===== src/rtl/shift_pipe.sv =====
// -----------------------------------------------------------------------------
// shift_pipe
//   Pipelined barrel shifter. There is one registered stage per bit of the
//   shift amount. Stage k shifts by 2^k when amount bit k is set. The supported
//   modes are logical left, logical right, arithmetic right and rotate left.
//   A user tag travels with each operation.
//
//   Handshake: a transfer happens on a rising edge where valid and ready are
//   both 1. Producers hold valid and payload until that edge. While
//   out_valid=1 and out_ready=0 (stall), every stage holds its contents, so
//   in_ready is low and the output payload stays stable.
//
// Ports
//   clk, rst_n                  clock, synchronous active-low reset
//   in_valid / in_ready         operation handshake
//   in_a, in_amt, in_op, in_tag operand, full-word amount, mode, user tag
//                               (in_op: 00 SLL, 01 SRL, 10 SRA, 11 ROL)
//   out_valid / out_ready       result handshake
//   out_data, out_tag, out_ovf  result, its tag, SLL lost-ones flag
//   busy                        some stage holds a valid operation
// -----------------------------------------------------------------------------
module shift_pipe #(
   parameter int WIDTH = 32,
   parameter int TAG_W = 4
) (
   input  logic             clk,
   input  logic             rst_n,
   input  logic             in_valid,
   output logic             in_ready,
   input  logic [WIDTH-1:0] in_a,
   input  logic [WIDTH-1:0] in_amt,
   input  logic [1:0]       in_op,
   input  logic [TAG_W-1:0] in_tag,
   output logic             out_valid,
   input  logic             out_ready,
   output logic [WIDTH-1:0] out_data,
   output logic [TAG_W-1:0] out_tag,
   output logic             out_ovf,
   output logic             busy
);

   localparam int LEVELS = $clog2(WIDTH);

   localparam logic [1:0] OP_SLL = 2'b00;
   localparam logic [1:0] OP_SRL = 2'b01;
   localparam logic [1:0] OP_SRA = 2'b10;
   localparam logic [1:0] OP_ROL = 2'b11;

   // Chain entry k is the input of stage k. Entry k+1 is the register of stage k.
   logic             c_valid [LEVELS+1];
   logic [WIDTH-1:0] c_data  [LEVELS+1];
   logic [TAG_W-1:0] c_tag   [LEVELS+1];
   logic             c_ovf   [LEVELS+1];
   // The last stage does not register these fields, because nothing reads them
   // after the final shift.
   logic [LEVELS-1:0] c_amt   [LEVELS];
   logic [1:0]        c_op    [LEVELS];
   logic              c_range [LEVELS];

   logic stall;
   logic advance;
   logic accept;

   assign stall    = out_valid & ~out_ready;
   assign advance  = ~stall;
   assign in_ready = ~stall;
   assign accept   = in_valid & in_ready;

   // Front end. Amount bits above the level count make the amount
   // out-of-range. For SLL, an out-of-range amount loses every 1 bit of the
   // operand, so the overflow flag is decided here. The data override itself
   // is applied in the last stage.
   assign c_valid[0] = accept;
   assign c_data[0]  = in_a;
   assign c_tag[0]   = in_tag;
   assign c_amt[0]   = in_amt[LEVELS-1:0];
   assign c_op[0]    = in_op;
   assign c_range[0] = |in_amt[WIDTH-1:LEVELS];
   assign c_ovf[0]   = (|in_amt[WIDTH-1:LEVELS]) & (in_op == OP_SLL) & (|in_a);

   for (genvar k = 0; k < LEVELS; k++) begin : g_stage
      localparam int SH = 1 << k;

      logic             take;
      logic [WIDTH-1:0] shifted;
      logic             lost;
      logic [WIDTH-1:0] nxt_data;
      logic             nxt_ovf;

      logic             valid_q;
      logic [WIDTH-1:0] data_q;
      logic [TAG_W-1:0] tag_q;
      logic             ovf_q;

      // The amount is shifted down one bit per stage, so bit 0 always selects
      // this stage's shift.
      assign take = c_amt[k][0];

      always_comb begin
         shifted = c_data[k];
         lost    = 1'b0;
         case (c_op[k])
            OP_SLL: begin
               shifted = c_data[k] << SH;
               lost    = |(c_data[k] >> (WIDTH - SH));
            end
            OP_SRL: shifted = c_data[k] >> SH;
            // Arithmetic right shift keeps the MSB. The original sign bit
            // therefore survives through every stage.
            OP_SRA: shifted = $unsigned($signed(c_data[k]) >>> SH);
            default: shifted = (c_data[k] << SH) | (c_data[k] >> (WIDTH - SH));
         endcase
         nxt_data = take ? shifted : c_data[k];
         nxt_ovf  = c_ovf[k] | (take & lost);
         // Out-of-range override. Only the last stage applies it. ROL ignores
         // the upper amount bits.
         if ((k == LEVELS - 1) && c_range[k] && (c_op[k] != OP_ROL)) begin
            nxt_data = (c_op[k] == OP_SRA) ? {WIDTH{c_data[k][WIDTH-1]}} : '0;
         end
      end

      always_ff @(posedge clk) begin
         if (!rst_n) begin
            valid_q <= 1'b0;
            data_q  <= '0;
            tag_q   <= '0;
            ovf_q   <= 1'b0;
         end else if (advance) begin
            valid_q <= c_valid[k];
            data_q  <= nxt_data;
            tag_q   <= c_tag[k];
            ovf_q   <= nxt_ovf;
         end
      end

      assign c_valid[k+1] = valid_q;
      assign c_data[k+1]  = data_q;
      assign c_tag[k+1]   = tag_q;
      assign c_ovf[k+1]   = ovf_q;

      if (k < LEVELS - 1) begin : g_carry
         logic [LEVELS-1:0] amt_q;
         logic [1:0]        op_q;
         logic              range_q;

         always_ff @(posedge clk) begin
            if (!rst_n) begin
               amt_q   <= '0;
               op_q    <= OP_SLL;
               range_q <= 1'b0;
            end else if (advance) begin
               amt_q   <= c_amt[k] >> 1;
               op_q    <= c_op[k];
               range_q <= c_range[k];
            end
         end

         assign c_amt[k+1]   = amt_q;
         assign c_op[k+1]    = op_q;
         assign c_range[k+1] = range_q;
      end
   end

   always_comb begin
      busy = 1'b0;
      for (int i = 1; i <= LEVELS; i++) begin
         busy = busy | c_valid[i];
      end
   end

   assign out_valid = c_valid[LEVELS];
   assign out_data  = c_data[LEVELS];
   assign out_tag   = c_tag[LEVELS];
   assign out_ovf   = c_ovf[LEVELS];

endmodule

===== config.mk =====
export PLATFORM = sky130hd
export DESIGN_NAME = shift_pipe
export DESIGN_NICKNAME = d
export VERILOG_FILES = /design/src/rtl/shift_pipe.sv
export SDC_FILE = /design/constraint.sdc
export NUM_CORES = 1
export LEC_CHECK = 0
export CAP_MARGIN = 20
export CORE_ASPECT_RATIO = 0.9
export CORE_MARGIN = 2
export CORE_UTILIZATION = 52
export CTS_CLUSTER_SIZE = 25
export DETAILED_ROUTE_END_ITERATION = 16
export MAX_ROUTING_LAYER = met4
export PLACE_DENSITY = 0.78
export SYNTH_ARGS = -nofsm -noshare
export SYNTH_HDL_FRONTEND = slang
export SYNTH_SLANG_ARGS = --single-unit
export TNS_END_PERCENT = 10

===== constraint.sdc =====
create_clock -name clk -period 1.7 [get_ports clk]
set_clock_uncertainty 0.1 [all_clocks]
set_input_delay 0.34 -clock clk [delete_from_list [all_inputs] [get_ports clk]]
set_output_delay 0.34 -clock clk [all_outputs]
set_load 0.05 [all_outputs]

### Word level (Yosys, flattened, before mapping)

Cells that the tools add are included.

* output and inout bits: 40
* input port bits: 74
* logic and storage cells: 97
* flip-flop bits (word level): 212

* equal/unequal tests: 11
* bitwise gates (word level): 25
* reductions and logical operators: 12
* mux-type cells: 17

Operators with widths (count)
* case mux 32 bit (3 select lines): 5
* 2-to-1 mux 32 bit: 7
* bitwise OR 32 x 1 -> 32 bit: 1
* bitwise OR 32 x 16 -> 32 bit: 1
* bitwise OR 32 x 2 -> 32 bit: 1
* bitwise OR 32 x 4 -> 32 bit: 1
* bitwise OR 32 x 8 -> 32 bit: 1
* OR reduction 32 bit: 1
* OR reduction 27 bit: 1
* OR reduction 16 bit: 1
* equality test 2 x 1 -> 1 bit (second input constant): 5
* equality test 2 bit (second input constant): 5
* zero test 2 bit: 5
* AND 1 bit: 9
* bitwise OR 1 bit: 9
* OR reduction 8 bit: 1
* 2-to-1 mux 1 bit: 5
* OR reduction 4 bit: 1
* inequality test 2 bit (second input constant): 1
* inverter 1 bit: 2
* OR reduction 2 bit: 1
* logical AND 1 bit: 1

### Logic depth before layout (Yosys ltp)

* word-level depth: 4
* mapped depth: 8
* gate-level depth less buffers: 5

### Worst setup path after synthesis

No wires, ideal clock.

* path type: register to output
* start: reg g_stage[4].valid_q, in the netlist out_valid
* end: out in_ready
* data arrival time: 1.774 ns
* cell stages (with the launch flop): 6
* data required time: 1.260 ns
* setup slack: -0.514 ns
* buffers on the path: 3
* cell sequence: dfxtp_1 -> nor2b_1 -> buf_2 -> inv_1 -> clkbuf_1 -> clkbuf_1

* longest elaborated chain between the ends: 2

RTL lines
* from (decl): RTL line 90 `logic valid_q;`
* from (signal assigned): RTL line 129 `valid_q <= c_valid[k];`
* AND 1 bit: RTL line 64 `assign stall = out_valid & ~out_ready;`
* inverter 1 bit: RTL line 66 `assign in_ready = ~stall;`
* to (decl): RTL line 29 `output logic in_ready,`

No other way between the ends.

### Worst setup path in the final report

Ends and elaborated chain as after synthesis.

==> summary.md <==
| Metric | Value |
|---|---|
| Max_slew headroom | `0.623` |
| Pre-antenna DRT Iters | `8` |
| Area leader, netlist | `dfxtp_1` |
| Critical path's slowest cell | `dfxtp_4` |
| Post-synth top cells | `dfxtp_1 (212), nor2_1 (114), mux2i_1 (112)` |
| Total CTS buffers | `23` |
| CTS tree | `built` |
| Post-DP HPWL | `19700 um` |
| CTS Hold Buffers Added | `0` |
| Buffers and inverters on the worst path | `3` |
| GRT Util Overall | `0.270` |
| Dominant cells by area after synthesis | `dfxtp_1 (40%), mux2i_1 (10%), a211oi_1 (7.5%)` |
| RSZ-0062 raised after global routing | `yes` |
| Min Hold Slack | `0.0718 ns` |
| Die Width | `155 um` |
| Worst path cell trace | `nor2b_4, inv_4, buf_12, buf_12` |
| Share of layout cells above drive strength 1 | `0.217` |
| Clk slew on worst S/H paths | `0.06 ns` |
| WHS Path Cells | `3` |
| Final Setup Violations | `2` |
| Status | `finished with violations` |
| Placed cells | `1610` |
| CP Launch Type | `register` |
| Worst Path Max Fanout | `3` |
| Delay of the slowest critical-path stage | `0.36 ns` |
| Worst-margin pin slew | `0.562 ns` |
| Largest net degree at the start of global routing | `89` |
| Worst setup slack after layout | `-0.0871 ns` |
| R2R cell count | `6` |
| Initial DRC Count | `837` |
| Die height | `140 um` |
| Post-synthesis cell type count | `44` |
| Fin cells | `1652` |
| Mean Syn Cell Area | `8.44 sq um` |
| Vias in the first global route | `9569` |
| Fin crit share | `1.05` |
| CP top delay family | `flip-flops` |
| Initial antenna violation count | `0` |
| Max Freq | `560 MHz` |
| H-tree levels | `1` |
| Initial core utilization | `0.534` |
| Worst EP arrival | `1.35 ns` |
| Flop2flop setup slack | `0.06 ns` |
| CTS Buffer Depth | `3` |
| RR Startpoint | `g_stage[0].g_carry.op_q[1]` |
| Failing checks | `negative setup slack` |
| Clock root buffer | `clkbuf_16` |
| Minimum clock period | `1.79 ns` |
| Number of remaining DRC errors | `0` |
| Syn Inst Count | `1273` |
| Asr flop ratio synth | `0` |
| Routability cong. | `0.870` |
| Antenna-violating nets left | `0` |
| Fin. max-slew vios | `0` |
| Max IR drop VDD | `0.578 mV` |
| Synthesized net count | `1347` |
| Die footprint | `0.0218 sq mm` |
| Clock Sinks | `212` |
| Synth warn | `0` |
| Worst hold start | `rst_n` |
| Most Frequent Cell on Critical Path | `buf_12` |
| Layout area overhead | `26.1%` |
| Hold WC Path Type | `in -> reg` |
| CP Class | `reg -> out` |
| R2R Path End | `g_stage[1].data_q[9]` |
| WL/cell | `17.7 um` |
| Leakage Power | `5.14 nW` |
| Drt via density | `6.18` |
| Worst Path Required | `1.26 ns` |
| Core area | `0.0201 sq mm` |
| Seq cells post-synth | `212` |
| Pwr per Cell Area | `930 mW/mm^2` |
| Post-synth EDFFs | `0` |
| Hold EP | `out_ovf` |
| Ports | `114` |
| Clock Latency Late Sink | `0.51 ns` |
| First-pass GRT wire length | `48000 um` |
| Mapped cell area | `0.0107 sq mm` |
| Crit. End Element | `output pin` |
| Port buffer count | `113` |
| Most used DFF post-synth | `dfxtp_1` |
| Routed vias | `10200` |
| MaxCap Viol Count | `0` |
| WL final | `29200 um` |
| Top-count cell post-synth | `dfxtp_1` |
| Sequential area share after synthesis | `0.395` |
| Nets | `1457` |
| Top cell type's share of synthesized area | `0.395` |
| Num rows | `49` |
| Antenna diode count | `0` |
| Gr ovfl total | `0` |
| Hold Fails Final Rpt | `0` |
[flip-flops by register name (all words and copies together) (netlist names), 4 cells and up]
register,flops
g_stage.g_carry.op_q,8
g_stage.valid_q,4
g_stage.g_carry.range_q,4
out_tag,4
g_stage.data_q,128
g_stage.g_carry.amt_q,10
g_stage.tag_q,16
g_stage.ovf_q,4
out_data,32
[layer usage]
layer | global-route usage | up-vias | wire, um
met2 | 0.438 | 354 | 13800
met5 | - | - | 0
met3 | 0.0322 | 75 | 1600
met4 | 0.0956 | 0 | 953
li1 | - | 4928 | -
met1 | 0.350 | 4853 | 12800
[worst max path at each step]
stage                                        to      start  slack [ns]  cells after the start
after CTS                              in_ready  out_valid       -0.09                      4
after detailed placement             out_tag[0]  out_ready       -0.35                      7
after global placement    g_stage[0].data_q[30]   in_op[1]       -0.30                      6
after floorplan           g_stage[3].data_q[19]  out_valid       -0.02                      8
after global routing                   in_ready  out_valid       -0.13                      4
final                                  in_ready  out_valid       -0.09                      4
[power by group]
| group | switching, W | leakage [nW] | internal, W |
|---|---|---|---|
| registers | 0.000324 | 1.75 | 0.00526 |
| clock network | 0.00205 | 0.383 | 0.00298 |
| logic | 0.000986 | 3.02 | 0.00100 |
[what timing repair did]
item / CTS / global route
setup endpoints to repair: 20 / 53
pin swaps: 0 / 1
gates cloned: 1 / 0
gates resized for setup: 7 / 14
buffers inserted: 1 / 1
[cell type report]
type / instances / area, sq um
Clock inverter: 11 / 109
Clock buffer: 28 / 644
Fill cell: 1632 / 6570
Multi-Input combinational cell: 918 / 5950
Timing Repair Buffer: 218 / 2210
Tap cell: 255 / 319
Inverter: 10 / 40.0
Sequential cell: 212 / 4260
[layout by cell type (no fill, tap or decap), types with 29 or more instances in the layout]
cell	instances
dfxtp_1	204
nor2_1	113
nand2_1	108
a211oi_1	106
o21ai_0	90
a21oi_1	111
mux2i_1	111
clkdlybuf4s50_1	71
buf_4	113
buf_12	29
a31o_2	84
[tightest hold or removal path: stages]
cell and delay [ns]:
buf_4 0.16, o21ai_0 0.09, a21oi_1 0.04
[stage by stage]
stage | utilization | power, W | area [sq um] | setup TNS (ns) | setup WS [ns]
CTS | 0.671 | 0.0126 | 13500 | -0.166 | -0.0903
global placement | 0.630 | 0.00756 | 12700 | -39.47 | -0.295
detailed placement | 0.630 | 0.00763 | 12700 | -44.87 | -0.353
floorplan | - | 0.00682 | 10800 | -0.414 | -0.0155
global route | 0.673 | 0.0130 | 13500 | -0.217 | -0.125
finish | 0.673 | 0.0126 | 13500 | -0.0973 | -0.0871
[cells by family (layout without fill, tap and decap cells)]
| group | after synthesis | after routing | synth area share |
|---|---|---|---|
| xor gates and xnor gates | 5 | 5 | 0.00722 |
| muxes | 120 | 120 | 0.113 |
| DFF | 212 | 212 | 0.395 |
| buffers and inverters | 143 | 267 | 0.0571 |
| and+or+nand+nor | 337 | 337 | 0.141 |
| AOI/OAI and AO/OA | 456 | 456 | 0.287 |
No activity file was read; power rests on OpenSTA's default activity.
